$ cat config.mk
export PLATFORM = sky130hd
export DESIGN_NAME = apb_master_multi_slave
export DESIGN_NICKNAME = d
export VERILOG_FILES = /design/src/rtl/apb_master_multi_slave_pkg.sv /design/src/rtl/apb_slave_mux.sv /design/src/rtl/apb_master_multi_slave.sv
export SDC_FILE = /design/constraint.sdc
export NUM_CORES = 1
export LEC_CHECK = 0
export CAP_MARGIN = 20
export CORE_MARGIN = 2
export CORE_UTILIZATION = 34
export DETAILED_ROUTE_END_ITERATION = 10
export PLACE_DENSITY = 0.76
export SLEW_MARGIN = 10
export SYNTH_ARGS = -nofsm -noshare
export SYNTH_HDL_FRONTEND = slang
export SYNTH_SLANG_ARGS = --single-unit
$ cat constraint.sdc
create_clock -name PCLK_i -period 1.4 [get_ports PCLK_i]
set_input_delay 0.28 -clock PCLK_i [delete_from_list [all_inputs] [get_ports PCLK_i]]
set_output_delay 0.28 -clock PCLK_i [all_outputs]
set_load 0.02 [all_outputs]
$ cat src/rtl/apb_master_multi_slave_pkg.sv
// Shared definitions for the multi-slave APB master: FSM encoding,
// transfer direction constants and the address-to-slave decode helper.
package apb_pkg;

  typedef enum logic [1:0] {
    IDLE   = 2'd0,
    SETUP  = 2'd1,
    ACCESS = 2'd2,
    DECERR = 2'd3
  } apb_state_t;

  localparam logic DIR_READ  = 1'b0;
  localparam logic DIR_WRITE = 1'b1;

  // Slave index is the top sel_bits of an addr_width-bit byte address.
  function automatic logic [3:0] addr_to_idx(input logic [31:0] addr,
                                             input int addr_width,
                                             input int sel_bits);
    return 4'((addr >> (addr_width - sel_bits)) & ((32'd1 << sel_bits) - 32'd1));
  endfunction

endpackage

$ cat src/rtl/apb_slave_mux.sv
// Return-path multiplexer: picks PREADY, PRDATA and PSLVERR of the slave
// addressed by idx. An index with no slave behind it returns all zeros.
module apb_slave_mux #(
  parameter int NUM_SLAVES = 4,
  parameter int DATA_WIDTH = 8,
  parameter int SEL_BITS   = 2
) (
  input  logic [SEL_BITS-1:0]              idx,
  input  logic [NUM_SLAVES-1:0]            pready,
  input  logic [NUM_SLAVES*DATA_WIDTH-1:0] prdata,
  input  logic [NUM_SLAVES-1:0]            pslverr,
  output logic                             sel_ready,
  output logic [DATA_WIDTH-1:0]            sel_rdata,
  output logic                             sel_slverr
);

  // Select the addressed slave's return signals.
  always_comb begin
    sel_ready  = 1'b0;
    sel_rdata  = '0;
    sel_slverr = 1'b0;
    for (int k = 0; k < NUM_SLAVES; k++) begin
      if (idx == SEL_BITS'(k)) begin
        sel_ready  = pready[k];
        sel_rdata  = prdata[k*DATA_WIDTH +: DATA_WIDTH];
        sel_slverr = pslverr[k];
      end
    end
  end

endmodule

$ cat src/rtl/apb_master_multi_slave.sv
// APB master driving NUM_SLAVES slaves from a valid/ready command port.
// Optional ACCESS watchdog: define APB_MASTER_TIMEOUT_EN.
//
// state  | meaning
// -------+-----------------------------------------------------------
// IDLE   | ready for a command; CMD_READY_o high
// SETUP  | PSEL asserted, PENABLE low, one cycle
// ACCESS | PSEL and PENABLE high, waiting for the selected PREADY
// DECERR | address decodes to no slave; error response next cycle
module apb_master_multi_slave
  import apb_pkg::*;
#(
  parameter int ADDR_WIDTH     = 8,
  parameter int DATA_WIDTH     = 8,
  parameter int NUM_SLAVES     = 4,
  parameter int SEL_BITS       = (NUM_SLAVES > 1) ? $clog2(NUM_SLAVES) : 1,
  parameter int TIMEOUT_CYCLES = 16
) (
  input  logic                             PCLK_i,
  input  logic                             PRESETn_i,
  input  logic                             CMD_VALID_i,
  output logic                             CMD_READY_o,
  input  logic                             CMD_WRITE_i,
  input  logic [ADDR_WIDTH-1:0]            CMD_ADDR_i,
  input  logic [DATA_WIDTH-1:0]            CMD_WDATA_i,
  input  logic [DATA_WIDTH/8-1:0]          CMD_STRB_i,
  output logic                             RSP_VALID_o,
  output logic [DATA_WIDTH-1:0]            RSP_RDATA_o,
  output logic                             RSP_ERR_o,
  output logic [ADDR_WIDTH-1:0]            PADDR_o,
  output logic                             PWRITE_o,
  output logic [NUM_SLAVES-1:0]            PSEL_o,
  output logic                             PENABLE_o,
  output logic [DATA_WIDTH-1:0]            PWDATA_o,
  output logic [DATA_WIDTH/8-1:0]          PSTRB_o,
  input  logic [NUM_SLAVES-1:0]            PREADY_i,
  input  logic [NUM_SLAVES*DATA_WIDTH-1:0] PRDATA_i,
  input  logic [NUM_SLAVES-1:0]            PSLVERR_i
);

  localparam logic [SEL_BITS:0]     SLAVE_LIMIT = (SEL_BITS + 1)'(NUM_SLAVES);
  localparam logic [NUM_SLAVES-1:0] SEL_ONE     = NUM_SLAVES'(1);

  apb_state_t            state;
  apb_state_t            state_nxt;
  logic [SEL_BITS-1:0]   cmd_idx;
  logic [SEL_BITS-1:0]   idx_q;
  logic                  cmd_fire;
  logic                  cmd_in_range;
  logic                  sel_ready;
  logic                  sel_slverr;
  logic [DATA_WIDTH-1:0] sel_rdata;
  logic                  xfer_done;
  logic                  xfer_abort;

  assign CMD_READY_o  = (state == IDLE);
  assign cmd_fire     = CMD_VALID_i & CMD_READY_o;
  assign cmd_idx      = SEL_BITS'(addr_to_idx(32'(CMD_ADDR_i), ADDR_WIDTH, SEL_BITS));
  assign cmd_in_range = ({1'b0, cmd_idx} < SLAVE_LIMIT);
  assign xfer_done    = (state == ACCESS) && sel_ready;

  apb_slave_mux #(
    .NUM_SLAVES (NUM_SLAVES),
    .DATA_WIDTH (DATA_WIDTH),
    .SEL_BITS   (SEL_BITS)
  ) u_slave_mux (
    .idx        (idx_q),
    .pready     (PREADY_i),
    .prdata     (PRDATA_i),
    .pslverr    (PSLVERR_i),
    .sel_ready  (sel_ready),
    .sel_rdata  (sel_rdata),
    .sel_slverr (sel_slverr)
  );

`ifdef APB_MASTER_TIMEOUT_EN
  localparam int WAIT_W = $clog2(TIMEOUT_CYCLES + 1);

  logic [WAIT_W-1:0] wait_cnt;

  // Count ACCESS wait cycles; cleared while in SETUP so each transfer starts at 0.
  always_ff @(posedge PCLK_i or negedge PRESETn_i) begin
    if (!PRESETn_i) begin
      wait_cnt <= '0;
    end else if (state == SETUP) begin
      wait_cnt <= '0;
    end else if ((state == ACCESS) && !sel_ready) begin
      wait_cnt <= wait_cnt + 1'b1;
    end
  end

  // The wait cycle that brings the count to TIMEOUT_CYCLES ends the transfer.
  assign xfer_abort = (state == ACCESS) && !sel_ready &&
                      (wait_cnt == WAIT_W'(TIMEOUT_CYCLES - 1));
`else
  assign xfer_abort = 1'b0;

  // Watchdog depth has no hardware behind it in this build.
  if (TIMEOUT_CYCLES < 1) begin : g_timeout_unused
  end
`endif

  // State register.
  always_ff @(posedge PCLK_i or negedge PRESETn_i) begin
    if (!PRESETn_i) begin
      state <= IDLE;
    end else begin
      state <= state_nxt;
    end
  end

  // Next-state decode.
  always_comb begin
    state_nxt = state;
    case (state)
      IDLE:    if (cmd_fire) state_nxt = cmd_in_range ? SETUP : DECERR;
      SETUP:   state_nxt = ACCESS;
      ACCESS:  if (xfer_done || xfer_abort) state_nxt = IDLE;
      DECERR:  state_nxt = IDLE;
      default: state_nxt = IDLE;
    endcase
  end

  // Registered APB drive, command latch and response generation.
  always_ff @(posedge PCLK_i or negedge PRESETn_i) begin
    if (!PRESETn_i) begin
      PADDR_o     <= '0;
      PWRITE_o    <= 1'b0;
      PWDATA_o    <= '0;
      PSTRB_o     <= '0;
      PSEL_o      <= '0;
      PENABLE_o   <= 1'b0;
      idx_q       <= '0;
      RSP_VALID_o <= 1'b0;
      RSP_ERR_o   <= 1'b0;
      RSP_RDATA_o <= '0;
    end else begin
      RSP_VALID_o <= 1'b0;
      case (state)
        IDLE: begin
          if (cmd_fire) begin
            PADDR_o  <= CMD_ADDR_i;
            PWRITE_o <= CMD_WRITE_i;
            PWDATA_o <= CMD_WDATA_i;
            PSTRB_o  <= (CMD_WRITE_i == DIR_WRITE) ? CMD_STRB_i : '0;
            idx_q    <= cmd_idx;
            PSEL_o   <= cmd_in_range ? (SEL_ONE << cmd_idx) : '0;
          end
        end
        SETUP: begin
          PENABLE_o <= 1'b1;
        end
        ACCESS: begin
          if (xfer_done || xfer_abort) begin
            PSEL_o      <= '0;
            PENABLE_o   <= 1'b0;
            RSP_VALID_o <= 1'b1;
            RSP_ERR_o   <= xfer_abort | sel_slverr;
            RSP_RDATA_o <= (!xfer_abort && !sel_slverr && (PWRITE_o == DIR_READ)) ?
                           sel_rdata : '0;
          end
        end
        DECERR: begin
          RSP_VALID_o <= 1'b1;
          RSP_ERR_o   <= 1'b1;
          RSP_RDATA_o <= '0;
        end
        default: ;
      endcase
    end
  end

endmodule

Word level (Yosys, flattened, before mapping):

Cells that the tools add are included.

* flip-flop bits (word level): 37
* bits of input ports: 61
* output and inout bits: 34
* logic and storage cells: 63

* equality and inequality tests: 8
* shift operators: 1
* muxes and demuxes: 28
* bitwise logic cells: 2
* reduce and logical (&&, ||, !) cells: 13

Operators by type and width (number)
* $mux 8: 6
* $pmux 8 s2: 1
* $mux 1: 12
* $eq 2x2->1 const B: 4
* $mux 4: 2
* $pmux 2 s4: 1
* $pmux 4 s2: 1
* $reduce_and 2->1: 4
* $pmux 1 s2: 3
* $reduce_bool 2->1: 3
* $eq 2x1->1 const B: 2
* $logic_not 2->1: 2
* $mux 2: 2
* $shl 1x2->4 const A: 1
* $reduce_and 3->1: 1
* $logic_and 1x1->1: 2
* $ne 2x1->1 const B: 1
* $ne 2x2->1 const B: 1
* $and 1x1->1: 1
* $logic_not 1->1: 1
* $not 1->1: 1

Depth between registers and ports, before layout:

Gate-level depths: netlist (run 1).

* word-level depth: 10
* mapped depth: 5
* depth with buffers taken out: 4

By module:

A second synthesis (run 1) with hierarchy kept.

* cell total of the unflattened synthesis: 102
* area total of the unflattened synthesis: 1597.8 um2

Modules (own cells, without submodules)
* apb_master_multi_slave: instances 1, cells an instance 90, area an instance 1356.3 um2, seq. area each 875.8 um2
* apb_slave_mux: instances 1, cells an instance 12, area an instance 241.5 um2, seq. area each 0.0 um2

Least setup slack after synthesis (run 1):

Ideal clock, no wire load.

* path type: register to register
* start: register PADDR_o[6] (netlist name)
* end: register RSP_RDATA_o[0]
* library setup time: 0.101 ns
* arrival: 1.515 ns
* required time: 1.299 ns
* slack: -0.216 ns
* cell stages (with the launch flop): 4
* path buffers: 1
* period minus slack after synthesis: 1.616 ns
* cells stage by stage: dfrtp_1 -> buf_6 -> mux4_2 -> o32ai_1

RTL lines
* to (signal assigned): RTL line apb_master_multi_slave.sv:159 `RSP_RDATA_o <= (!xfer_abort && !sel_slverr && (PWRITE_o == DIR_READ)) ?`
* to (decl): RTL line apb_master_multi_slave.sv:28 `output logic [DATA_WIDTH-1:0] RSP_RDATA_o,`

==> out/qor.txt, run 1 <==
status - complete, but fails checks
failing checks - setup timing
cell accounting for the most synthesized area - dfrtp_1
Avg Inst Size Synth - 10.7 µm²
Seq/Total Area, Yosys - 0.527
largest net degree at the start of global routing - 21
Remaining Overflow, GRT - 0
Worst EP arrival - 1.72 ns
Leakage - 1.45 nW
initial core utilization - 0.352
share of the synthesized area in the top cell type - 0.527
DRT iter0 DRCs - 99
VDD IR max - 0.000864 V
worst setup slack after layout - -0.157 ns
most frequent cell after synthesis - nand2_1
max incr delay on CP - 0.57 ns
gr usage total - 0.187
ys async rst share - 1.00
internal power - 3.34 mW
number of synthesized register bits - 35
sw frac - 0.399
DR pass1 iterations - 4
reg2reg start - PADDR_o[6]$_DFFE_PN0P_
WS Path Type - flop to flop
routability cong. - 0.738
PortBufs - 94
FF-to-FF End - RSP_ERR_o$_DFFE_PN0P_
Top FF cell, synth - dfrtp_1
Syn. warnings - 0
max-slew violation count - 0
HP Class - input port to async pin
Max clock buf depth - 2
number of flops mapped to enable cells by yosys - 0
Worst EP required - 1.57 ns
Synth-to-Final Area Change - 78.0%
Place WS - -0.476 ns
CP max stage cell - mux4_2
CP bufs+invs - 0
slew at the pin closest to its max-slew limit - 0.392 ns
mapped cell area - 1660 µm²
die height - 73.9 µm
final hold viol count - 0
Area contributors post-synth - dfrtp_1 (53%), mux4_1 (13%), nand2_1 (12%)
CTS Root Buffer Type - clkbuf_8
share of cells above drive strength 1 - 0.175
Mapped Cells - 156
die area - 5470 µm²
via count - 1573
Worst Path Max Fanout - 5
Synth cell types - 27
synth cell count leaders - nand2_1 (54), dfrtp_1 (35), inv_1 (18)
ANT nets after route - 0
number of global-route vias before repair - 1566
fillcell total - 412
RSZ-0062 raised after global routing - yes
# rows - 25
# DRC - 0
Tmin final - 1.56 ns
final WL - 4630 µm
H-tree depth - 2
Sink Count - 35
Flop pwr share - 0.311
R2R cell count - 3
Reg clk slew, reported paths - 0.07 ns
Synthesized Nets - 217
Die W - 73.9 µm
Slew headroom - 0.739
# setup viols final - 13
max cap viols - 0
Fmax achieved - 642 MHz
Nets - 329
switching power - 2.22 mW
hpwl dp - 3470 µm
WL per Instance - 13.8 µm
critical path startpoint category - flop
Via density - 4.68
Clk Latency, worst-skew pair - 0.28 ns
worst path cell trace - mux4_2, or3_1, o221a_2
CORE AREA - 4720 µm²
Hold WS - 0.452 ns
number of diodes - 0
clock share of power - 0.143
Comb pwr share - 0.546
initial antenna violation count - 0
CTS tree - done
final worst-path cycle share - 1.11
Setup crit end kind - flop
r2r setup slk - -0.16 ns
cell family contributing the most delay on the critical path - multiplexers
first-pass GRT wire length - 7670 µm
Num CTS Buffers - 5
setup skew after layout - 0.00331 ns
Power Density - 1880 nW/µm²
I/O pins - 95
[metrics by stage]
step | cells | utilization | area, µm² | TNS [ns] | total power, mW
floorplan | 156 | - | 1670 | -1.06 | 3.33
global placement | 322 | 0.585 | 2770 | -11.35 | 4.77
global route | 336 | 0.626 | 2960 | -2.00 | 5.99
detailed placement | 322 | 0.585 | 2770 | -12.12 | 4.84
finish | 336 | 0.626 | 2960 | -1.21 | 5.57
CTS | 335 | 0.616 | 2910 | -0.993 | 5.49
[routing by layer]
layer,track usage,up-vias,share of wire
met4,0.0646,0,0.0089
met5,0,-,0
met2,0.294,47,0.50
met3,0.0461,4,0.062
li1,-,754,-
met1,0.254,768,0.42
[state kept, by name, indices dropped and copies added, names as in the netlist]
signal	flops
PADDR_o	8
PENABLE_o	1
PSEL_o	4
PSTRB_o	1
PWDATA_o	8
PWRITE_o	1
RSP_ERR_o	1
RSP_RDATA_o	8
RSP_VALID_o	1
state	2
[cell type report]
class,instances,area (µm²),share of cell area
well taps,67,83.8,0.0283
flip-flops and latches,35,877,0.296
inverters,19,73.8,0.0249
clock inverters,1,7.51,0.00254
clock buffers,7,96.3,0.0326
multi-input cells,95,761,0.257
repair buffers,112,1060,0.358
[kinds of logic after synthesis]
logic type	synth area share
muxes	0.153
AOI/OAI and AO/OA	0.0865
buffers and inverters	0.0677
and+or+nand+nor	0.166
DFF	0.527
[layout by cell type (no fill, tap or decap), types with 4 or more instances in the layout]
cell / count
o32ai_1: 4
o32ai_2: 4
buf_4: 13
clkbuf_8: 7
inv_1: 18
dfrtp_1: 34
nand2_1: 54
clkdlybuf4s50_1: 57
mux4_1: 8
dlygate4sd2_1: 32
[how the worst max path moves through the flow]
stage / startpoint / end / slack [ns] / cells past startpoint
6_report: PADDR_o[6]$_DFFE_PN0P_ / RSP_ERR_o$_DFFE_PN0P_ / -0.16 / 3
4_1_cts: PADDR_o[6]$_DFFE_PN0P_ / RSP_ERR_o$_DFFE_PN0P_ / -0.13 / 3
2_1_floorplan: PADDR_o[6]$_DFFE_PN0P_ / RSP_ERR_o$_DFFE_PN0P_ / -0.13 / 3
5_1_grt: PADDR_o[6]$_DFFE_PN0P_ / RSP_ERR_o$_DFFE_PN0P_ / -0.21 / 3
3_5_place_dp: PREADY_i[3] / PSEL_o[1]$_DFFE_PN0P_ / -0.48 / 4
3_3_place_gp: PREADY_i[3] / PSEL_o[1]$_DFFE_PN0P_ / -0.42 / 4
[power groups by stage]
stage	Combinational (mW)	Clock [mW]	Sequential [mW]
4_1_cts	2.92	0.831	1.74
3_5_place_dp	3.07	0	1.77
6_report	3.04	0.797	1.73
5_1_grt	3.32	0.876	1.79
2_1_floorplan	1.06	0	2.26
3_3_place_gp	3.02	0	1.75
[timing repair]
action / in CTS / in global routing
resized for setup: 45 / 15
hold buffers: 1 / 0
pin swaps: 0 / 2
endpoints found under the hold margin: 15 / 0
setup endpoints to repair: 62 / 21
gates cloned: 1 / 0
setup buffers: 3 / 1
Power figures use the tool's default switching activity.
==> inputs of run 2 (changes only) <==
CORE_MARGIN = 4   (was 2)
CORE_UTILIZATION = 48   (was 34)
DONT_BUFFER_PORTS = 1   (was unset)
PLACE_DENSITY = 0.65   (was 0.76)
==> run 2 against run 1 <==
  * Design area shrank 32%
  * Wire length shrank 5.2%
  * Non-clock buffer count shrank 89
  * Clock power shrank 31%
  * Critical path type unchanged
  * Hold slack lost 0.44 ns
  * The flow still finishes with violations (setup timing)
==> out/qor.txt, run 2 (synthesis results as in run 1) <==
critical path startpoint category - flop
HP Class - input port to flop
CTS tree - done
status - complete, but fails checks
# setup viols final - 13
placed cell areas - 1800 µm²
CORE AREA - 3340 µm²
Worst Setup EP - RSP_ERR_o$_DFFE_PN0P_
Sink Count - 35
FF-to-FF End - RSP_ERR_o$_DFFE_PN0P_
gr usage total - 0.184
R2R cell count - 3
Final Util - 0.604
Worst Setup SP - PADDR_o[6]$_DFFE_PN0P_
ANT nets after route - 0
Power Density - 2340 nW/µm²
first-pass GRT wire length - 5910 µm
H-tree depth - 2
Num CTS Buffers - 5
Slew headroom - 0.717
routability cong. - 0.814
Worst Path Max Fanout - 5
die height - 66.9 µm
final WL - 4390 µm
Max clock buf depth - 2
Fmax achieved - 645 MHz
via count - 1272
failing checks - setup timing
number of global-route vias before repair - 1247
WS Path Type - flop to flop
number of diodes - 0
Nets - 241
Leakage - 0.992 nW
hpwl dp - 3030 µm
largest net degree at the start of global routing - 36
max-slew violation count - 0
biggest regs - PADDR_o (8), PWDATA_o (8), RSP_RDATA_o (8)
PortBufs - 0
RSZ-0062 raised after global routing - yes
I/O pins - 95
Worst EP arrival - 1.77 ns
Via density - 5.63
fillcell total - 292
share of cells above drive strength 1 - 0.239
Hold WS - 0.0164 ns
reg2reg start - PADDR_o[6]$_DFFE_PN0P_
final worst-path cycle share - 1.11
CTS Root Buffer Type - clkbuf_4
DRT iter0 DRCs - 120
Clk Latency, worst-skew pair - 0.33 ns
Remaining Overflow, GRT - 0
DR pass1 iterations - 4
initial core utilization - 0.498
most common cell after layout, fill and taps aside - nand2_1
r2r setup slk - -0.15 ns
# rows - 21
Tmin final - 1.55 ns
fin area - 2020 µm²
# DRC - 0
WL per Instance - 19.4 µm
setup skew after layout - 0.0181 ns
TNS Setup - -1.33 ns
final hold viol count - 0
Setup crit end kind - flop
max cap viols - 0
most frequent cells in the layout - nand2_1 (54), dfrtp_1 (34), inv_1 (18)
Place WS - -0.163 ns
VDD IR max - 0.000929 V
initial antenna violation count - 0
Die W - 66.9 µm
Synth-to-Final Area Change - 21.3%
Worst EP required - 1.62 ns
Multi-input gate area - 748 µm²
Storage cell area - 877 µm²
slew at the pin closest to its max-slew limit - 0.425 ns
worst setup slack after layout - -0.150 ns
die area - 4470 µm²
Reg clk slew, reported paths - 0.11 ns
==> run 2: cell count changes in the layout (fill, tap and decap cells not counted), sizes merged <==
cell / before / now
buf: 18 / 22
clkinvlp: 1 / 0
clkdlybuf4s15: 1 / 0
dlymetal6s2s: 1 / 0
o21a: 1 / 2
clkbuf: 9 / 6
clkdlybuf4s50: 57 / 0
dlygate4sd2: 32 / 0
clkinv: 0 / 1
==> run 2: worst min-delay path by stage <==
stage                                  to  depth (start not counted)           from  slack [ns]
2_1_floorplan      PADDR_o[0]$_DFFE_PN0P_                          0      PRESETn_i       -0.02
3_3_place_gp   RSP_RDATA_o[7]$_DFFE_PN0P_                          0      PRESETn_i       -0.01
3_5_place_dp   RSP_RDATA_o[4]$_DFFE_PN0P_                          0      PRESETn_i       -0.01
4_1_cts             PSEL_o[2]$_DFFE_PN0P_                          1  CMD_ADDR_i[6]       0.007
5_1_grt             PSEL_o[2]$_DFFE_PN0P_                          1  CMD_ADDR_i[6]        0.01
6_report            PSEL_o[2]$_DFFE_PN0P_                          1  CMD_ADDR_i[6]        0.02
==> run 2: critical path: stages (launching register included) <==
cell and delay (ns):
dfrtp_2 0.41, mux4_2 0.58, or3_1 0.33, o221a_2 0.13
==> run 2: per-stage QoR <==
step,total power [mW],instances
global placement,3.76,210
CTS,4.49,221
finish,4.71,226
floorplan,3.33,156
detailed placement,3.84,210
global route,5.03,226
==> run 2: layout make-up <==
class	instances	area share
Sequential cell	35	0.435
Multi-Input combinational cell	96	0.371
Timing Repair Buffer	23	0.102
Inverter	19	0.0354
Tap cell	46	0.0285
Clock buffer	6	0.0254
Clock inverter	1	0.00248
==> run 2: report_power, final <==
group          internal [mW]  switching [mW]
Clock                  0.233           0.319
Combinational          0.936           0.939
Sequential              1.46           0.827
==> run 2: repair_timing <==
action                     CTS  global route
buffers inserted             2             3
gates resized for setup      5            11
hold buffers                 2             0
setup endpoints to repair   23            16
hold endpoints to repair    35             0
gates cloned                 0             2
pin swaps                    0             1
==> run 2: metal layers <==
layer,track usage,wire length [µm],part of all wire
met1,0.214,1630,0.37
met2,0.306,2270,0.52
met3,0.0809,439,0.10
met4,0.0557,55,0.013
met5,0,0,0
